### config.mk
export PLATFORM = sky130hd
export DESIGN_NAME = ee354_project_dirn_queue
export DESIGN_NICKNAME = d
export VERILOG_FILES = /design/src/rtl/ee354_project_dirn_queue.sv
export SDC_FILE = /design/constraint.sdc
export NUM_CORES = 1
export LEC_CHECK = 0
export BUFFER_PORTS_ARGS = -buffer_cell sky130_fd_sc_hd__buf_2
export CAP_MARGIN = 40
export CORE_MARGIN = 4
export CORE_UTILIZATION = 30
export DETAILED_ROUTE_END_ITERATION = 10
export SETUP_SLACK_MARGIN = 0.05
export SLEW_MARGIN = 20
export SYNTH_ARGS = -nofsm -noshare
export SYNTH_HDL_FRONTEND = slang
export SYNTH_SLANG_ARGS = --single-unit
### constraint.sdc
create_clock -name Clk -period 4.14 [get_ports Clk]
set_input_delay 0.207 -clock Clk [delete_from_list [all_inputs] [get_ports Clk]]
set_output_delay 0.207 -clock Clk [all_outputs]
set_load 0.02 [all_outputs]
### src/rtl/ee354_project_dirn_queue.sv
// ee354_project_dirn_queue
//   Buffers debounced direction presses and releases at most one direction
//   per snake step. Redundant presses (equal to the newest known direction)
//   are always dropped. 180-degree reversals are dropped only when
//   DIRN_QUEUE_REVERSAL_FILTER_EN is defined; otherwise they are queued.
//
// Ports
//   Clk        : system clock
//   Reset      : asynchronous active-high reset
//   Btn*_SCEN  : single-cycle debounced press pulses (priority U > D > L > R)
//   Speed_Clk  : slow game-speed clock, synchronized and edge-detected as data
//   q_Run      : game running; when low the queue is flushed every cycle
//   Cur_Dirn   : direction for the current step (00 U, 01 D, 10 L, 11 R)
//   Step       : one-cycle pulse per Speed_Clk rising edge while running
//   Count      : number of queued entries
//   Overflow   : one-cycle pulse when a valid press is lost to a full queue
module ee354_project_dirn_queue #(
  parameter int         DEPTH     = 4,
  parameter logic [1:0] INIT_DIRN = 2'b11
) (
  input  logic                     Clk,
  input  logic                     Reset,
  input  logic                     BtnU_SCEN,
  input  logic                     BtnD_SCEN,
  input  logic                     BtnL_SCEN,
  input  logic                     BtnR_SCEN,
  input  logic                     Speed_Clk,
  input  logic                     q_Run,
  output logic [1:0]               Cur_Dirn,
  output logic                     Step,
  output logic [$clog2(DEPTH):0]   Count,
  output logic                     Overflow
);

  localparam int AW = $clog2(DEPTH);
  localparam int CW = AW + 1;

  logic [1:0]    mem_q [DEPTH];
  logic [1:0]    mem_d [DEPTH];
  logic [AW-1:0] wr_ptr_q, wr_ptr_d;
  logic [AW-1:0] rd_ptr_q, rd_ptr_d;
  logic [CW-1:0] count_q, count_d;
  logic [1:0]    cur_dirn_q, cur_dirn_d;
  logic          step_q, step_d;
  logic          overflow_q, overflow_d;
  logic          sync1_q, sync2_q, sync3_q;
  logic          tick_q, tick_d;

  logic          press_vld;
  logic [1:0]    press_dirn;
  logic [1:0]    ref_dirn;
  logic          redundant;
  logic          rev_drop;
  logic          full;
  logic          pop;
  logic          push_ok;
  logic          push;

  always_comb begin
    press_vld  = BtnU_SCEN | BtnD_SCEN | BtnL_SCEN | BtnR_SCEN;
    press_dirn = 2'b11;
    if (BtnU_SCEN)      press_dirn = 2'b00;
    else if (BtnD_SCEN) press_dirn = 2'b01;
    else if (BtnL_SCEN) press_dirn = 2'b10;

    // Newest known direction: queue tail if anything is pending, else current.
    ref_dirn  = (count_q != '0) ? mem_q[wr_ptr_q - AW'(1)] : cur_dirn_q;
    redundant = (press_dirn == ref_dirn);
`ifdef DIRN_QUEUE_REVERSAL_FILTER_EN
    rev_drop  = (press_dirn[1] == ref_dirn[1]) && (press_dirn[0] != ref_dirn[0]);
`else
    rev_drop  = 1'b0;
`endif

    full    = (count_q == CW'(DEPTH));
    pop     = q_Run & tick_q & (count_q != '0);
    push_ok = q_Run & press_vld & ~redundant & ~rev_drop;
    // A pop in the same cycle frees the slot, so a full queue still accepts.
    push    = push_ok & (~full | pop);
  end

  always_comb begin
    mem_d      = mem_q;
    wr_ptr_d   = wr_ptr_q;
    rd_ptr_d   = rd_ptr_q;
    count_d    = count_q;
    cur_dirn_d = cur_dirn_q;
    step_d     = 1'b0;
    overflow_d = 1'b0;
    tick_d     = sync2_q & ~sync3_q;

    if (!q_Run) begin
      wr_ptr_d   = '0;
      rd_ptr_d   = '0;
      count_d    = '0;
      cur_dirn_d = INIT_DIRN;
    end else begin
      step_d     = tick_q;
      overflow_d = push_ok & full & ~pop;
      if (pop) begin
        cur_dirn_d = mem_q[rd_ptr_q];
        rd_ptr_d   = rd_ptr_q + AW'(1);
      end
      if (push) begin
        mem_d[wr_ptr_q] = press_dirn;
        wr_ptr_d        = wr_ptr_q + AW'(1);
      end
      count_d = count_q + CW'(push) - CW'(pop);
    end
  end

  always_ff @(posedge Clk or posedge Reset) begin
    if (Reset) begin
      mem_q      <= '{default: '0};
      wr_ptr_q   <= '0;
      rd_ptr_q   <= '0;
      count_q    <= '0;
      cur_dirn_q <= INIT_DIRN;
      step_q     <= 1'b0;
      overflow_q <= 1'b0;
      sync1_q    <= 1'b0;
      sync2_q    <= 1'b0;
      sync3_q    <= 1'b0;
      tick_q     <= 1'b0;
    end else begin
      mem_q      <= mem_d;
      wr_ptr_q   <= wr_ptr_d;
      rd_ptr_q   <= rd_ptr_d;
      count_q    <= count_d;
      cur_dirn_q <= cur_dirn_d;
      step_q     <= step_d;
      overflow_q <= overflow_d;
      sync1_q    <= Speed_Clk;
      sync2_q    <= sync1_q;
      sync3_q    <= sync2_q;
      tick_q     <= tick_d;
    end
  end

  assign Cur_Dirn = cur_dirn_q;
  assign Step     = step_q;
  assign Count    = count_q;
  assign Overflow = overflow_q;

endmodule

# After elaboration in Yosys (flattened, before gate mapping)

Cells that the tools add are included.

Register bits: 23
Bits in latches: 0
Bits in writable memories: 0
Bits in read-only memories: 0
Input port bits: 8
Output and inout port bits: 7
Logic and storage cells: 71
Memories: 0

$add $sub $neg: 5
Multiply operators: 0
Divide/modulo/power cells: 0
Magnitude comparators: 4
Equality and inequality tests: 4
Shift-type cells: 0
Mux-type cells: 22
Bitwise gates (word level): 19
Reductions and logical operators: 3

Operators by type and width:

| kind                                                                  | number |
|---|---|
| 2-bit two-way mux                                                     | 14 |
| 3-bit greater-or-equal comparator (second input constant)             | 3 |
| 2-bit inverter with 3-bit output                                      | 3 |
| 1-bit AND                                                             | 8 |
| 2-bit binary-select mux with 2-bit select                             | 2 |
| 8-bit bitwise mux                                                     | 1 |
| 2-bit by 1-bit adder with 2-bit output (second input constant)        | 2 |
| 2-bit demux with 2-bit select                                         | 1 |
| 2-bit by 1-bit != test with 1-bit output (second input constant)      | 2 |
| 1-bit inverter                                                        | 4 |
| 1-bit bitwise OR                                                      | 4 |
| 3-bit by 1-bit adder with 3-bit output                                | 1 |
| 3-bit == test (second input constant)                                 | 1 |
| 3-bit by 1-bit < comparator with 1-bit output (second input constant) | 1 |
| 1-bit two-way mux                                                     | 3 |
| 3-bit two-way mux                                                     | 1 |
| 3-bit nonzero test                                                    | 1 |
| 3-bit by 1-bit subtractor with 3-bit output                           | 1 |
| 2-bit == test                                                         | 1 |
| 2-bit AND reduction                                                   | 1 |
| 2-bit by 1-bit subtractor with 2-bit output (second input constant)   | 1 |
| 1-bit logical AND                                                     | 1 |

# Longest topological paths before layout

Gate-level depths: netlist of the first run.

Depth in word-level cells: 13
Mapped depth: 12
Mapped depth without buffers: 12

# Worst setup path before layout of the first run

OpenSTA, ideal clock, no wires.

Path kind: register to register
From: reg wr_ptr_q[0]
To: reg count_q[2] (netlist: Count[2])
Library setup time: 0.119 ns
Arrival time: 2.750 ns
Data required time: 4.021 ns
Setup slack: 1.271 ns
Cell stages (with the launch flop): 13
Path buffers: 0
Clock period less this slack: 2.869 ns
Cells stage by stage: dfrtp_1 > inv_1 > ha_1 > mux4_2 > mux2i_1 > xnor2_1 > o21ai_1 > a21boi_0 > ha_1 > inv_1 > fa_1 > xnor2_1 > and2_1

Cells in the longest elaborated chain, start to end: 13

RTL lines:

| item                                                   | line | source |
|---|---|---|
| start: declaration                                     | 40   | `logic [AW-1:0] wr_ptr_q, wr_ptr_d;` |
| start signal: assignment                               | 127  | `wr_ptr_q <= wr_ptr_d;` |
| 2-bit by 1-bit subtractor with 2-bit output            | 67   | `ref_dirn = (count_q != '0) ? mem_q[wr_ptr_q - AW'(1)] : cur_dirn_q;` |
| 2-bit inverter with 3-bit output (not written as such) | 67   |  |
| 2-bit binary-select mux with 2-bit select              | 67   |  |
| 2-bit two-way mux (not written as such) (2 in a row)   | 67   |  |
| 2-bit two-way mux                                      | 67   |  |
| 2-bit == test                                          | 68   | `redundant = (press_dirn == ref_dirn);` |
| 1-bit inverter                                         | 77   | `push_ok = q_Run & press_vld & ~redundant & ~rev_drop;` |
| 1-bit AND                                              | 77   |  |
| 1-bit AND                                              | 79   | `push = push_ok & (~full \| pop);` |
| 3-bit by 1-bit adder with 3-bit output                 | 108  | `count_d = count_q + CW'(push) - CW'(pop);` |
| 3-bit by 1-bit subtractor with 3-bit output            | 108  |  |
| 3-bit two-way mux                                      | 92   | `if (!q_Run) begin` |
| net count_d[2]                                         | 42   | `logic [CW-1:0] count_q, count_d;` |
| end signal: assignment                                 | 129  | `count_q <= count_d;` |
| end: declaration                                       | 42   |  |

The timed path passes the listed nets, and every way through them passes these cells. The select of a mux whose other input is x is not followed.
A chain may end at the register's enable or synchronous reset.

# Final worst setup path of the first run

Ends and elaborated chain as after synthesis.

==> out/qor.txt, run 1 <==
initial DRC count -> 53
final setup vio count -> 0
total internal power -> 0.000528 W
Worst Setup End Kind -> flop
CTS buffer count -> 3
Clock Sinks -> 23
FP Rows -> 22
maximum number of pins on one net before global-route repair -> 14
Fin Setup TNS -> 0 ns
status -> finished clean
Vias -> 761
PnR worst setup slack -> 0.975 ns
clock root cell -> clkbuf_8
layout cells sized above 1 -> 23.2%
Seq cells post-synth -> 23
final net count -> 127
Worst-path clk slew -> 0.08 ns
unrepaired setup endpoints after global routing -> no
Congestion Overflow GR -> 0
CTS resizes -> 0
Critical Path Slowest Stage Cell -> dfrtp_1
total placed cells including tap cells -> 155
worst r2r src -> wr_ptr_q[0]
area share of the largest cell type after synthesis -> 44.9%
min cycle time layout -> 3.17 ns
Pwr Total -> 0.000844 W
PwrDens -> 619 nW/um2
cells along the critical path -> inv_1, ha_1, mux4_2, mux2i_1, xnor2_1, o21ai_1, a21boi_0, ha_1, inv_1, fa_1, xnor2_1, and2_1
Cell Count, Final, Fillers Out -> 160
max cap viols -> 0
Detail Route Antenna Nets -> 0
CP Data Required Time -> 4.30 ns
CTS Buffer Depth -> 2
Synth area leaders -> dfrtp_1, mux2_1, mux4_2, ha_1, mux2i_1
post-synthesis instance total -> 94
# diodes -> 0
Routed WL per cell -> 12.9 um
vias in the first global route -> 797
pre-CTS setup slack -> 1.01 ns
NetSw -> 0.000316 W
DRT Pass-1 Iters -> 4
CP Launch Type -> flop
first-pass GRT wire length -> 3.85 mm
vias per cell -> 4.76
Peak supply drop -> 216 uV
count of different cell masters after synthesis -> 26
CP arrival -> 3.33 ns
port bufs -> 14
register share of total power -> 40.8%
total core area -> 3720 um2
Clock power frac -> 16.5%
Clock Latency Late Sink -> 0.26 ns
WHS Path Cells -> 1
synthesis-to-finish area growth -> 16.5%
final worst path period share -> 76.5%
Setup Skew -> 0.00169 ns
cell taking the most area after synthesis -> dfrtp_1
Comb pwr share -> 42.7%
Finished Core Util -> 36.7%
global-route usage over all layers -> 9.58%
Die Footprint -> 4960 um2
Hold Fails Final Rpt -> 0
Switching Fraction -> 37.4%
Avg Cell Area, Syn -> 12.4 um2
critical path class -> flop to flop
Placer Congestion -> 0.794
initial antenna violation count -> 0
RR Endpoint -> Count[2]
CTS tree -> yes
width of the die -> 70.4 um
LEAKAGE -> 0.642 nW
Hold Startpoint -> Speed_Clk
Min-Delay Endpoint -> sync1_q
final WL -> 2.06 mm
# IOs -> 15
Warnings, synthesis -> 0
CP Max Fanout -> 7
Min-Delay Path Class -> input pin to flop
Post-DP HPWL -> 1.67 mm
DRC Markers -> 0
Starting Density -> 31.5%
Die Span Y -> 70.4 um
syn nets -> 108
Hold-fix buffers, CTS -> 1
flop-to-flop setup slack -> 0.97 ns
max-slew violation count -> 0
Post-CTS Setup Bufs -> 0
Worst slew margin -> 56.4%
Reg2Reg Depth -> 12
H-tree depth -> 1
part of the Yosys area used for sequential elements -> 49.4%
Max Freq -> 316 MHz
Critical Path Max Stage Delay -> 0.49 ns
post-synthesis cell area -> 1170 um2
Worst Tran Pin Value -> 0.646 ns
layer usage:
layer	GRT usage [%]	wire [um]
met1	11.7	927
met2	16.2	1010
met3	3.02	98
met4	2.55	27
met5	0	0
how the worst max path moves through the flow:
stage,start,end,slack [ns],cells past startpoint
detailed placement,wr_ptr_q[0],Count[2],1.01,12
floorplan,wr_ptr_q[0],Count[2],1.27,12
global placement,wr_ptr_q[0],Count[2],1.07,12
CTS,wr_ptr_q[0],Count[2],0.99,12
finish,wr_ptr_q[0],Count[2],0.97,12
global route,wr_ptr_q[0],Count[2],0.75,12
power groups by stage:
stage	Combinational, W	Sequential [W]	Clock (W)
global route	0.000403	0.000358	0.000152
global placement	0.000354	0.000349	0
CTS	0.000363	0.000346	0.000146
floorplan	0.000278	0.000353	0
detailed placement	0.000359	0.000351	0
finish	0.000360	0.000344	0.000140
kinds of logic (layout without fill, tap and decap cells):
kind of cell             count (synthesis)  in the layout  synth area share [%]
AO/OA/AOI/OAI                           11             11                  6.95
adder cells (fa/ha/maj)                  6              6                  7.06
buffers and inverters                   10             28                  3.31
AND/OR/NAND/NOR                         20             20                  8.24
multiplexers                            18             18                  20.5
XOR/XNOR                                 6              6                  4.49
flip-flops                              23             23                  49.4
cells in the mapped netlist:
library cell / number
or3_1: 1
dfstp_2: 2
o41ai_1: 1
a21boi_0: 1
dfrtp_1: 21
inv_1: 8
mux2_1: 8
mux4_2: 4
a31oi_1: 1
nor2b_1: 2
mux2i_1: 6
xnor2_1: 6
o211ai_1: 4
nand2_1: 7
a21oi_1: 1
nand3_1: 2
nor2_1: 3
o2111ai_1: 1
buf_2: 1
clkbuf_1: 1
ha_1: 5
o21ai_1: 1
and2_1: 4
o21ba_2: 1
nor3_1: 1
fa_1: 1
state kept, by name (all words and copies together) (netlist names):
signal	cells
wr_ptr_q	2
Cur_Dirn	2
tick_q	1
Step	1
sync1_q	1
mem_q	8
sync3_q	1
rd_ptr_q	2
Overflow	1
Count	3
sync2_q	1
metrics by stage:
stage               instance area [um2]  hold slack (ns)
floorplan                          1170            0.207
global placement                   1290            0.316
detailed placement                 1310            0.247
CTS                                1360           0.0416
global route                       1360           0.0381
finish                             1360           0.0445
cells in the final DEF (no fill, tap or decap), drive strengths merged:
| cell type | instances |
|---|---|
| clkinv | 1 |
| xnor2 | 6 |
| or3 | 1 |
| ha | 5 |
| dfrtp | 21 |
| o2111ai | 1 |
| mux2i | 6 |
| and2 | 4 |
| fa | 1 |
| nand2 | 7 |
| o211ai | 4 |
| o21ai | 1 |
| dfstp | 2 |
| nor3 | 1 |
| mux4 | 4 |
| nor2b | 2 |
| a21boi | 1 |
| dlygate4sd3 | 1 |
| nor2 | 3 |
| a31oi | 1 |
| inv | 8 |
| clkbuf | 3 |
| o41ai | 1 |
| o21ba | 1 |
| buf | 15 |
| mux2 | 8 |
| nand3 | 2 |
| a21oi | 1 |
worst max-delay path: cells and delay by family (launching register included):
kind                       cells  cell delay, ns
AOI/OAI and AO/OA              2            0.47
xor gates and xnor gates       2            0.60
adders and majority gates      3            0.89
buffers and inverters          2            0.16
DFF                            1            0.49
muxes                          2            0.32
and+or+nand+nor                1            0.15
area by class of cell:
class / count / area, um2
clock inverters: 1 / 5.00
well taps: 48 / 60.1
flip-flops and latches: 23 / 578
clock buffers: 3 / 41.3
inverters: 8 / 30.0
multi-input cells: 61 / 553
repair buffers: 16 / 95.1
fillers: 379 / 2350
Note: power is estimated with default switching activity, not from simulation.
==> inputs of run 2 (changes only) <==
ABC_AREA = 1   (was not set)
clock period = 3.3 ns   (was 4.14 ns; I/O delays follow)
==> run 2 against run 1 <==
- clock skew grew 0.0075 ns
- fmax rose by 14%
- sequential power is 25% higher
- final cell count increased by 49%
==> out/qor.txt, run 2 <==
Worst Setup End Kind -> flop
Worst-path clk slew -> 0.09 ns (about the same)
Min-Delay Path Class -> input pin to flop
final setup vio count -> 0 (unchanged)
LEAKAGE -> 0.812 nW (+27%)
Max Freq -> 359 MHz (+14%)
critical path class -> flop to flop
syn nets -> 183 (+69%)
ys flop type -> dfrtp_1
Clock Sinks -> 23 (unchanged)
metal1 wirelength -> 1.40 mm (+50%)
Fin Setup TNS -> 0 ns (unchanged)
synthesis-to-finish area growth -> 16.2%
first-pass GRT wire length -> 4.53 mm (+18%)
FP Rows -> 23 (+4.5%)
DRC Markers -> 0 (unchanged)
Hold Startpoint -> q_Run
initial antenna violation count -> 0 (unchanged)
PwrDens -> 757 nW/um2 (+22%)
Seq cells post-synth -> 23 (unchanged)
Routed WL per cell -> 12.1 um (-5.9%)
Setup crit end -> Count[2]
Multi-input gate area -> 601 um2 (+8.6%)
Die Span Y -> 73.9 um (+4.9%)
Die Footprint -> 5460 um2 (+10%)
most frequent cells in the layout -> nand2_1, inv_1, dfrtp_1
DRT Pass-1 Iters -> 4 (unchanged)
Peak supply drop -> 266 uV (+23%)
max cap viols -> 0 (unchanged)
# IOs -> 15 (unchanged)
layout cells sized above 1 -> 20.1% (-3.1 points)
Congestion Overflow GR -> 0 (unchanged)
RR Endpoint -> Count[2]
# diodes -> 0 (unchanged)
most common cell after layout, fill and taps aside -> nand2_1
width of the die -> 73.9 um (+4.9%)
cell taking the most area after synthesis -> dfrtp_1
top layer in use -> met4
CP Data Required Time -> 3.48 ns (-0.82 ns)
CP Max Fanout -> 9 (+2)
Starting Density -> 31.7% (+0.20 points)
Worst slew margin -> 67.4% (+11 points)
CP Launch Type -> flop
Post-synth EDFFs -> 0 (unchanged)
Clock Latency Late Sink -> 0.27 ns (about the same)
Placer Congestion -> 0.870 (+9.5%)
global-route usage over all layers -> 11.2% (+1.7 points)
CP arrival -> 2.97 ns (-0.36 ns)
Detail Route Antenna Nets -> 0 (unchanged)
Setup Skew -> 0.00924 ns (+0.00754 ns)
CTS tree -> yes
Vias -> 1103 (+45%)
Hold Fails Final Rpt -> 0 (unchanged)
Avg Cell Area, Syn -> 7.71 um2 (-38%)
CTS Buffer Depth -> 2 (unchanged)
area share of the largest cell type after synthesis -> 40.3% (-4.6 points)
post-synthesis instance total -> 169 (+80%)
final net count -> 204 (+61%)
part of the Yosys area used for sequential elements -> 44.3% (-5.1 points)
Largest Register -> mem_q
max-slew violation count -> 0 (unchanged)
register area -> 578 um2 (unchanged)
Post-DP HPWL -> 2.26 mm (+35%)
status -> finished clean
flop-to-flop setup slack -> 0.51 ns (-0.46 ns)
vias in the first global route -> 946 (+19%)
met2 WL -> 1.31 mm (+30%)
worst r2r src -> wr_ptr_q[0]
port bufs -> 14 (unchanged)
post-synthesis cell area -> 1300 um2 (+11%)
Min Hold Slack -> 0.216 ns (+0.171 ns)
maximum number of pins on one net before global-route repair -> 13 (-1)
clock root cell -> clkbuf_8
Synth area leaders -> dfrtp_1, nand2_1, inv_1, nand3_1, ha_1
CTS buffer count -> 3 (unchanged)
most frequent cell after synthesis -> nand2_1
Worst Tran Pin Value -> 0.489 ns (-0.157 ns)
H-tree depth -> 1 (unchanged)
top post-synthesis cells by count -> nand2_1, inv_1, dfrtp_1
vias per cell -> 4.62 (-3.0%)
final WL -> 2.90 mm (+41%)
min cycle time layout -> 2.79 ns (-0.377 ns)
asr flop ratio synth -> 100% (unchanged)
flip-flop count of the largest register after layout -> 8 (unchanged)
final worst path period share -> 84.5% (+8.1 points)
filler instances -> 431 (+14%)
unrepaired setup endpoints after global routing -> no
total core area -> 4120 um2 (+11%)
critical path launch point -> wr_ptr_q[0]
WL met3 -> 163 um (+66%)
Warnings, synthesis -> 0 (unchanged)
initial DRC count -> 78 (+47%)
Reg2Reg Depth -> 16 (+4)
count of different cell masters after synthesis -> 26 (unchanged)
-- run 2: cell count changes in the layout (fill, tap and decap cells not counted), sizes merged, moves of 8 or more --
cell | before | now
nand2 | 7 | 54
inv | 8 | 31
nand3 | 2 | 15
nor2 | 3 | 13
a21oi | 1 | 9
mux2 | 8 | 0
-- run 2: logic make-up (layout without fill, tap and decap cells) --
logic type	count (synthesis)	in the layout	share of synthesized area, %
simple gates	89	89	31.6
flops	23	23	44.3
buf+inv	33	53	9.60
compound gates	17	17	7.49
xor+xnor	1	1	0.672
fa+ha+maj	6	6	6.33
-- run 2: per-stage QoR --
step           total power (W)  instance area (um2)  util, %  setup WS (ns)  instances
6_report               0.00115                 1520     36.8          0.511        239
5_1_grt                0.00124                 1520     36.8          0.333        239
4_1_cts                0.00116                 1520     36.8          0.527        239
3_5_place_dp          0.000976                 1450     35.2          0.563        233
3_3_place_gp          0.000968                 1440     34.9          0.641        232
2_1_floorplan         0.000846                 1300        -          0.790        169
-- run 2: worst max-delay path, stage by stage (launching register included) --
cell,delay (ns)
dfrtp_1,0.48
inv_2,0.12
ha_1,0.34
inv_1,0.10
nand3_1,0.11
nand2_1,0.07
nand2_1,0.05
nand3_1,0.08
nand2_2,0.07
nand2_4,0.10
nand3_4,0.14
xor2_1,0.17
ha_1,0.15
inv_1,0.04
fa_1,0.37
and3_1,0.17
nor3_1,0.14
-- run 2: area by class of cell --
type | instances | share of cell area [%]
Clock buffer | 4 | 2.97
Sequential cell | 23 | 38.2
Inverter | 31 | 7.68
Tap cell | 50 | 4.13
Multi-Input combinational cell | 113 | 39.6
Timing Repair Buffer | 18 | 7.43
-- run 2: how the worst min path moves through the flow --
stage	to	cells after the start	slack, ns
floorplan	Count[0]	1	0.17
global route	mem_q[4]	4	0.23
detailed placement	sync1_q	2	0.22
CTS	Count[0]	3	0.21
global placement	sync1_q	1	0.27
finish	Count[0]	3	0.22
-- run 2: metal layers --
| layer | vias up | global-route usage, % |
|---|---|---|
| met5 | - | 0 |
| met4 | 0 | 3.62 |
| met3 | 2 | 3.15 |
| li1 | 566 | - |
| met1 | 505 | 14.9 |
| met2 | 30 | 17.6 |
-- run 2: what timing repair did --
action,CTS,global route
resized for setup,0,0
hold buffers,2,0
hold endpoints to repair,12,0
buffers inserted,0,0
-- run 2: where the power goes --
part | switching (W) | internal (W)
Clock | 0.0000889 | 0.0000861
Sequential | 0.0000702 | 0.000358
Combinational | 0.000351 | 0.000192
==> inputs of run 3 (changes only) <==
ABC_AREA = 0   (was 1)
clock period = 2.9 ns   (was 3.3 ns; I/O delays follow)
==> run 3 against run 2 <==
- die area fell by 9.2%
- routed wire length shrank 20%
- core utilization increased by 3.1 points
- count of clock-buffer cells in the layout shrank 1
- sequential power increased by 11%
- hold slack worse by 0.069 ns
- clock skew fell by 0.0040 ns
- register-to-register slack lost 0.32 ns
- first-iteration DRC count fell by 44%
- fmax rose by 3.0%
- cell area is 2.0% lower
- critical path type unchanged
- largest cell class unchanged
==> out/qor.txt, run 3 (synthesis gave the netlist of run 1 again) <==
Peak supply drop -> 359 uV (+35%)
critical path class -> flop to flop
global-route usage over all layers -> 10.2% (-0.99 points)
most frequent cells in the layout -> dfrtp_1, buf_2, inv_1, mux2_1
flop-to-flop setup slack -> 0.19 ns (-0.32 ns)
Placed Area -> 1360 um2 (-6.0%)
unrepaired setup endpoints after global routing -> no
FP Rows -> 22 (-4.3%)
max cap viols -> 0 (unchanged)
Reg2Reg Depth -> 12 (-4)
Clock Sinks -> 23 (unchanged)
PwrDens -> 968 nW/um2 (+28%)
final setup vio count -> 0 (unchanged)
Finished Core Util -> 40.0% (+3.1 points)
status -> finished clean
Hold Startpoint -> q_Run
DRT Pass-1 Iters -> 3 (-1)
Detail Route Antenna Nets -> 0 (unchanged)
LEAKAGE -> 0.687 nW (-15%)
Fin Setup TNS -> 0 ns (unchanged)
CTS tree -> yes
total internal power -> 0.000908 W (+43%)
Worst Setup End Kind -> flop
initial antenna violation count -> 0 (unchanged)
Placer Congestion -> 0.835 (-4.0%)
Hold Fails Final Rpt -> 0 (unchanged)
total core area -> 3720 um2 (-9.7%)
CTS Buffer Depth -> 2 (unchanged)
# IOs -> 15 (unchanged)
cells along the critical path -> inv_1, ha_4, mux4_2, mux2i_4, xnor2_2, o2111ai_1, a21boi_2, ha_1, inv_1, fa_1, xnor2_1, and2_1
RR Endpoint -> Count[2]
initial DRC count -> 44 (-44%)
port bufs -> 14 (unchanged)
Worst-path clk slew -> 0.09 ns (about the same)
CTS buffer count -> 3 (unchanged)
final instance area -> 1490 um2 (-2.0%)
Min-Delay Path Class -> input pin to flop
min cycle time layout -> 2.71 ns (-0.0804 ns)
worst r2r src -> wr_ptr_q[0]
Post-DP HPWL -> 1.80 mm (-20%)
clock root cell -> clkbuf_8
Starting Density -> 31.5% (-0.20 points)
DRC Markers -> 0 (unchanged)
PnR worst setup slack -> 0.192 ns (-0.320 ns)
most used cell, CP -> inv_1
Worst Tran Pin Value -> 0.761 ns (+0.272 ns)
Vias -> 787 (-29%)
Largest Register -> mem_q
Clock power frac -> 14.0% (-1.3 points)
Die Span Y -> 70.4 um (-4.7%)
Min-Delay Endpoint -> Cur_Dirn[1]
CP Launch Type -> flop
first-pass GRT wire length -> 4.04 mm (-11%)
H-tree depth -> 1 (unchanged)
Min Hold Slack -> 0.147 ns (-0.0687 ns)
Die Footprint -> 4960 um2 (-9.2%)
max-slew violation count -> 0 (unchanged)
Critical Path Slowest Stage Cell -> dfrtp_1
Congestion Overflow GR -> 0 (unchanged)
CP Max Fanout -> 4 (-5)
# diodes -> 0 (unchanged)
most common cell after layout, fill and taps aside -> dfrtp_1
layout cells sized above 1 -> 33.3% (+13 points)
NetSw -> 0.000530 W (+3.9%)
flip-flop count of the largest register after layout -> 8 (unchanged)
final net count -> 135 (-34%)
Routed WL per cell -> 13.9 um (+15%)
CP arrival -> 2.87 ns (-0.10 ns)
Worst slew margin -> 48.6% (-19 points)
width of the die -> 70.4 um (-4.7%)
pre-CTS setup slack -> -0.0164 ns (-0.579 ns)
Max Freq -> 369 MHz (+3.0%)
final WL -> 2.33 mm (-20%)
Critical Path Max Stage Delay -> 0.38 ns (-0.10 ns)
vias per cell -> 4.68 (+1.5%)
register share of total power -> 33.1% (-4.3 points)
Comb pwr share -> 52.9% (+5.5 points)
final worst path period share -> 93.4% (+8.9 points)
maximum number of pins on one net before global-route repair -> 15 (+2)
CP Data Required Time -> 3.06 ns (-0.42 ns)
vias in the first global route -> 875 (-7.5%)
Setup Skew -> 0.00526 ns (-0.00398 ns)
Switching Fraction -> 36.9% (-7.6 points)
Clock Latency Late Sink -> 0.27 ns (about the same)
WHS Path Cells -> 2 (-1)
synthesis-to-finish area growth -> 27.0%
run 3: repair_timing:
action / CTS / global route
gates cloned: 0 / 0
pin swaps: 0 / 1
hold endpoints to repair: 11 / 0
setup endpoints to repair: 1 / 1
resized for setup: 3 / 5
setup buffers: 1 / 0
hold buffers: 2 / 0
run 3: worst max path at each step:
stage                     slack [ns]   startpoint        to  cells after the start
after floorplan                 0.06  wr_ptr_q[0]  Count[2]                     12
after global placement          0.10  wr_ptr_q[1]  Count[2]                     12
after detailed placement       -0.02  wr_ptr_q[1]  Count[2]                     12
after CTS                       0.12  wr_ptr_q[0]  Count[2]                     12
after global routing            0.06  wr_ptr_q[0]  Count[2]                     12
final                           0.19  wr_ptr_q[0]  Count[2]                     12
run 3: routing by layer:
layer / share of wire (%) / global-route usage [%] / routed length [um]
met5: 0 / 0 / 0
met1: 43 / 12.6 / 1010
met2: 52 / 17.9 / 1220
met4: 0.43 / 1.28 / 10
met3: 3.9 / 3.17 / 91
run 3: worst max-delay path: cells and delay by family (launching register included):
| family | cells | cell delay, ns |
|---|---|---|
| AOI/OAI and AO/OA | 2 | 0.39 |
| adders and majority gates | 3 | 0.76 |
| and+or+nand+nor | 1 | 0.15 |
| xor gates and xnor gates | 2 | 0.25 |
| buffers and inverters | 2 | 0.19 |
| DFF | 1 | 0.38 |
| muxes | 2 | 0.49 |
run 3: cell type report:
| class | count | area [um2] |
|---|---|---|
| flip-flops and latches | 23 | 578 |
| repair buffers | 24 | 154 |
| multi-input cells | 61 | 614 |
| well taps | 48 | 60.1 |
| fillers | 364 | 2230 |
| clock buffers | 3 | 41.3 |
| inverters | 8 | 30.0 |
| clock inverters | 1 | 7.51 |
run 3: power groups by stage:
stage,registers [W],logic (W),clock network (W)
after CTS,0.000472,0.000681,0.000212
final,0.000476,0.000760,0.000202
after floorplan,0.000504,0.000422,0
after detailed placement,0.000481,0.000642,0
after global routing,0.000490,0.000834,0.000221
after global placement,0.000476,0.000620,0
run 3: through the flow:
step,instances,total power (W)
final,168,0.00144
after detailed placement,161,0.00112
after CTS,168,0.00136
after floorplan,94,0.000926
after global routing,168,0.00155
after global placement,160,0.00110
